File: src/rtl/uart_rx_pkg.sv
// Shared constants and helpers for the UART receive path.
package uart_rx_pkg;

  localparam int unsigned DEF_PRESCALE_W = 6;
  localparam int unsigned DEF_BIT_CNT_W  = 4;

  // Bit positions within a frame
  localparam int unsigned BIT_START      = 0;
  localparam int unsigned BIT_DATA_FIRST = 1;
  localparam int unsigned BIT_DATA_LAST  = 8;
  localparam int unsigned BIT_PAR        = 9;
  localparam int unsigned BIT_STP_NOPAR  = 9;
  localparam int unsigned BIT_STP_PAR    = 10;

  // Supported oversampling ratios
  localparam int unsigned PRESCALE_4  = 4;
  localparam int unsigned PRESCALE_8  = 8;
  localparam int unsigned PRESCALE_16 = 16;
  localparam int unsigned PRESCALE_32 = 32;

  // Two-of-three vote over the mid-bit samples
  function automatic logic majority3(input logic a, input logic b, input logic c);
    return (a & b) | (a & c) | (b & c);
  endfunction

endpackage

File: src/rtl/rx_edge_bit_counter.sv
// Oversampling edge counter and saturating bit counter for the UART receiver.
module rx_edge_bit_counter
  import uart_rx_pkg::*;
#(
  parameter int unsigned PRESCALE_W = DEF_PRESCALE_W,
  parameter int unsigned BIT_CNT_W  = DEF_BIT_CNT_W
) (
  input  logic                  CLK,
  input  logic                  RST,
  input  logic                  enable,
  input  logic [PRESCALE_W-1:0] prescale,
  output logic [PRESCALE_W-1:0] edge_cnt,
  output logic [BIT_CNT_W-1:0]  bit_cnt
);

  logic [PRESCALE_W-1:0] last_edge;

  // Final edge index of a bit; prescale of 0 behaves as 1
  always_comb begin
    last_edge = '0;
    if (prescale != '0)
      last_edge = prescale - PRESCALE_W'(1);
  end

  // Advance edge index, roll into bit index, saturate bit index at all-ones
  always_ff @(posedge CLK) begin
    if (!RST) begin
      edge_cnt <= '0;
      bit_cnt  <= '0;
    end else if (!enable) begin
      edge_cnt <= '0;
      bit_cnt  <= '0;
    end else if (edge_cnt == last_edge) begin
      edge_cnt <= '0;
      if (bit_cnt != '1)
        bit_cnt <= bit_cnt + BIT_CNT_W'(1);
    end else begin
      edge_cnt <= edge_cnt + PRESCALE_W'(1);
    end
  end

endmodule

File: src/rtl/rx_bit_sampler.sv
// UART receive timing stage: edge/bit counters plus three-point mid-bit
// majority sampler with a one-cycle valid strobe.
module rx_bit_sampler
  import uart_rx_pkg::*;
#(
  parameter int unsigned PRESCALE_W = DEF_PRESCALE_W,
  parameter int unsigned BIT_CNT_W  = DEF_BIT_CNT_W
) (
  input  logic                  CLK,
  input  logic                  RST,
  input  logic                  RX_IN,
  input  logic [PRESCALE_W-1:0] prescale,
  input  logic                  enable,
  input  logic                  data_samp_en,
  output logic [PRESCALE_W-1:0] edge_cnt,
  output logic [BIT_CNT_W-1:0]  bit_cnt,
  output logic                  sampled_bit,
  output logic                  samp_valid
);

  logic [PRESCALE_W-1:0] mid;
  logic [PRESCALE_W-1:0] samp_lo;
  logic [PRESCALE_W-1:0] samp_hi;
  logic                  samp_ok;
  logic                  s0;
  logic                  s1;

  rx_edge_bit_counter #(
    .PRESCALE_W (PRESCALE_W),
    .BIT_CNT_W  (BIT_CNT_W)
  ) u_cnt (
    .CLK      (CLK),
    .RST      (RST),
    .enable   (enable),
    .prescale (prescale),
    .edge_cnt (edge_cnt),
    .bit_cnt  (bit_cnt)
  );

  // Sample indices around mid-bit; sampling only for even prescale >= 4
  always_comb begin
    mid     = prescale >> 1;
    samp_lo = mid - PRESCALE_W'(1);
    samp_hi = mid + PRESCALE_W'(1);
    samp_ok = (prescale >= PRESCALE_W'(PRESCALE_4)) && !prescale[0];
  end

  // Capture two early samples, vote with the third and strobe the result
  always_ff @(posedge CLK) begin
    if (!RST) begin
      s0          <= 1'b1;
      s1          <= 1'b1;
      sampled_bit <= 1'b1;
      samp_valid  <= 1'b0;
    end else begin
      samp_valid <= 1'b0;
      if (data_samp_en && samp_ok) begin
        if (edge_cnt == samp_lo) begin
          s0 <= RX_IN;
        end else if (edge_cnt == mid) begin
          s1 <= RX_IN;
        end else if (edge_cnt == samp_hi) begin
          sampled_bit <= majority3(s0, s1, RX_IN);
          samp_valid  <= 1'b1;
        end
      end
    end
  end

endmodule

File: config.mk
export PLATFORM = sky130hd
export DESIGN_NAME = rx_bit_sampler
export DESIGN_NICKNAME = d
export VERILOG_FILES = /design/src/rtl/uart_rx_pkg.sv /design/src/rtl/rx_edge_bit_counter.sv /design/src/rtl/rx_bit_sampler.sv
export SDC_FILE = /design/constraint.sdc
export NUM_CORES = 1
export LEC_CHECK = 0
export CAP_MARGIN = 10
export CORE_MARGIN = 2
export CORE_UTILIZATION = 55
export DETAILED_ROUTE_END_ITERATION = 10
export GPL_TIMING_DRIVEN = 0
export PLACE_DENSITY = 0.84
export SLEW_MARGIN = 20
export SYNTH_ARGS = -nofsm -noshare
export SYNTH_HDL_FRONTEND = slang
export SYNTH_HIERARCHICAL = 1
export SYNTH_SLANG_ARGS = --single-unit
File: constraint.sdc
create_clock -name CLK -period 5.5 [get_ports CLK]
set_input_delay 1.1 -clock CLK [delete_from_list [all_inputs] [get_ports CLK]]
set_output_delay 1.1 -clock CLK [all_outputs]
set_load 0.1 [all_outputs]
==> run summary <==
## Detailed routing
- 2830 um — sum of routed wire length over all layers
- 4 — iteration count of the initial detailed-routing pass
- 14.7 um — final routed wire length divided by cell count
- 6.03 — routed via count divided by cell count
- 48 — Starting DRT DRC Count
- 1157 — routed vias
- 0 — number of antenna-violating nets in the routed design
- 0 — post-detailed-route DRC marker count

## Die
- 23 — I/O Pins
- 16 — Core Rows
- 0.592 — initial core utilization
- 2520 sq um — Die ar.
- 50.2 um — Die X-Extent
- 1980 sq um — core area
- 50.2 um — Die Span Y

## Worst setup path
- register — critical path endpoint category
- 5.70 ns — required time at the worst-slack endpoint
- in2reg — Crit Path Category
- 3.83 ns — critical path arrival
- input port — category of the worst setup path launch point
- 9 — Crit Path Max Fanout

## Place
- 0.825 — global placer's final weighted congestion
- 22 — quantity of I/O buffers inserted on ports
- 1430 sq um — area post-placement
- 2110 um — placed wire-length estimate

## Clock tree
- 0.28 ns — Clock Latency Late Sink
- sky130_fd_sc_hd__clkbuf_4 — root buffer cell
- 14 — total clock sinks
- 0 — Resize count post-CTS
- 1 — maximum level of the CTS H-tree
- 0.08 ns — clock transition at the register clock pins on the worst setup and hold paths after CTS
- done — clock tree from TritonCTS
- 0 — hold buffers post-CTS
- 3 — CTS buffer count
- 2 — Bufs on Longest Clock Path
- 0 — Post-CTS Setup Bufs

## Global route
- 4560 um — wire length of the first global-routing pass
- 0 — remaining global-route overflow
- 14 — largest net degree at the start of global routing
- 0 — initial antenna violation count
- 0.239 — GRT Resource Usage Total
- 1058 — number of global-route vias before repair

## Synthesis
- 43 — Distinct cells, synth
- 0.0534 — adder-cell area share of the yosys netlist
- 0.328 — Simple-Gate Fraction of Synth Area
- sky130_fd_sc_hd__dfxtp_1 — largest area contributor in the synthesized netlist
- 0 — share of synthesized registers carrying an async set or reset
- 0.239 — share of the synthesized area in the top cell type
- 0.149 — fraction of synthesized cell area in xor and xnor cells
- 155 — nets in the synthesized netlist
- 6 — number of warnings reported in the yosys synthesis log
- sky130_fd_sc_hd__dfxtp_1, sky130_fd_sc_hd__xnor2_1, sky130_fd_sc_hd__ha_1, sky130_fd_sc_hd__xor2_1, sky130_fd_sc_hd__nor2_1 — top cells by area, synth
- sky130_fd_sc_hd__dfxtp_1 — Post-synth top flop
- 0 — number of synthesized flops with an enable pin
- 8.43 sq um — Post-Synthesis Mean Instance Area
- 0.239 — fraction of the yosys area taken by sequential cells
- 14 — Seq cells post-synth
- sky130_fd_sc_hd__dfxtp_1 — most frequent cell after synthesis
- sky130_fd_sc_hd__dfxtp_1, sky130_fd_sc_hd__xnor2_1, sky130_fd_sc_hd__nor2_1 — most frequent cells after synthesis
- 0.175 — Compound-Gate Fraction of Synth Area
- simple AND/OR/NAND/NOR gates — main combinational cell family by area after synthesis
- 139 — gate count after technology mapping
- 1170 sq um — Syn Std Cell Area
- 0.00854 — mux contribution to synthesized area

## STA
- 3.63 ns — shortest period the worst path allows
- 0.00437 ns — worst setup skew after layout
- 0 ns — total negative slack
- 0.659 — Period Utilization, post-route
- 276 MHz — max frequency
- 0.968 ns — worst-margin pin slew
- 0.352 — relative max-transition margin
- 0 — count of pins over their slew limit
- 0.507 ns — Fin Hold WS
- 0 — final hold viol count
- no — unrepaired setup endpoints after global routing
- 0 — final setup violation count

## Finish
- 0 — Antenna diodes
- 182 — nets@finish
- 1460 sq um — area of all placed cells without fillers
- 24.8% — layout-stage area growth over the synthesis result
- 0.109 — fraction of final layout cells sized beyond drive strength 1

## Power and ir drop
- 238 uW — post-route total power
- 163 nW/um^2 — ratio of total power to cell area
- 0.563 nW — static power due to leakage
- 0.227 mV — worst ir drop on vdd

## Status
- finished clean — status

## Job
- 0 — max_cap viols

## Hold path
- reg2reg — worst min path class

-- final cells by class --
cell class                 instances  area, sq um
buffer                             1         13.8
clock buffer                       4         36.3
fill                             158          519
inverter                          11         41.3
multi-input combinational        113          837
sequential                        14          280
tap                               27         33.8
timing repair buffer              22          220
-- worst max-delay path: stages --
cell	delay, ns
sky130_fd_sc_hd__clkdlybuf4s50_1	0.65
sky130_fd_sc_hd__inv_1	0.09
sky130_fd_sc_hd__ha_1	0.25
sky130_fd_sc_hd__nor2b_2	0.20
sky130_fd_sc_hd__and3_1	0.24
sky130_fd_sc_hd__a2111oi_4	0.37
sky130_fd_sc_hd__nand4b_4	0.21
sky130_fd_sc_hd__or4_1	0.53
sky130_fd_sc_hd__a21oi_1	0.19
-- flip-flops by register name, summed over array words and instances, names as in the netlist --
name	flops
samp_valid	1
s1	1
u_cnt/edge_cnt	6
sampled_bit	1
s0	1
u_cnt/bit_cnt	4
-- power by group --
part / switching [mW] / total, mW / internal, mW
combinational: 0.0352 / 0.0601 / 0.0249
sequential: 0.00238 / 0.105 / 0.102
clock: 0.0331 / 0.0735 / 0.0403
-- layer usage --
metal / global-route usage / share of wire / vias up
met1: 0.273 / 0.43 / 545
met3: 0.0565 / 0.043 / 6
met2: 0.419 / 0.51 / 39
li1: - / - / 567
met4: 0.102 / 0.022 / 0
met5: 0 / 0 / -
-- metrics by stage --
step	instances	setup slack, ns	utilization
2_1_floorplan	139	2.53	-
3_3_place_gp	188	1.69	0.720
3_5_place_dp	188	1.62	0.720
4_1_cts	192	1.91	0.738
5_1_grt	192	1.73	0.738
6_report	192	1.87	0.738
-- worst paths after layout --
check                          end               from  depth (start not counted)  slack [ns]
setup reg to reg  u_cnt/bit_cnt[2]  u_cnt/edge_cnt[3]                          5        3.47
setup / recovery  u_cnt/bit_cnt[2]        prescale[1]                          9        1.87
hold reg to reg   u_cnt/bit_cnt[3]   u_cnt/bit_cnt[3]                          1        0.51
hold / removal    u_cnt/bit_cnt[3]   u_cnt/bit_cnt[3]                          1        0.51
-- kinds of logic (layout without fill, tap and decap cells) --
group,Yosys count,in the layout
and+or+nand+nor,60,60
AOI/OAI and AO/OA,27,27
xor gates and xnor gates,20,20
DFF,14,14
buffers and inverters,12,38
adders and majority gates,5,5
muxes,1,1
-- placed cells by master (no fill, tap or decap), types with 3 or more instances in the layout --
master | Yosys | final
sky130_fd_sc_hd__a21oi_1 | 5 | 5
sky130_fd_sc_hd__a31oi_1 | 3 | 3
sky130_fd_sc_hd__and3_1 | 3 | 3
sky130_fd_sc_hd__clkbuf_4 | 0 | 3
sky130_fd_sc_hd__clkdlybuf4s50_1 | 0 | 22
sky130_fd_sc_hd__dfxtp_1 | 14 | 14
sky130_fd_sc_hd__ha_1 | 5 | 5
sky130_fd_sc_hd__inv_1 | 11 | 11
sky130_fd_sc_hd__nand2_1 | 8 | 8
sky130_fd_sc_hd__nand2b_1 | 4 | 4
sky130_fd_sc_hd__nand3_1 | 7 | 7
sky130_fd_sc_hd__nor2_1 | 12 | 12
sky130_fd_sc_hd__nor3_2 | 4 | 4
sky130_fd_sc_hd__nor4_1 | 3 | 3
sky130_fd_sc_hd__o31ai_1 | 3 | 3
sky130_fd_sc_hd__or4_1 | 3 | 3
sky130_fd_sc_hd__xnor2_1 | 13 | 13
sky130_fd_sc_hd__xor2_1 | 7 | 7
No activity file was read; power rests on OpenSTA's default activity.
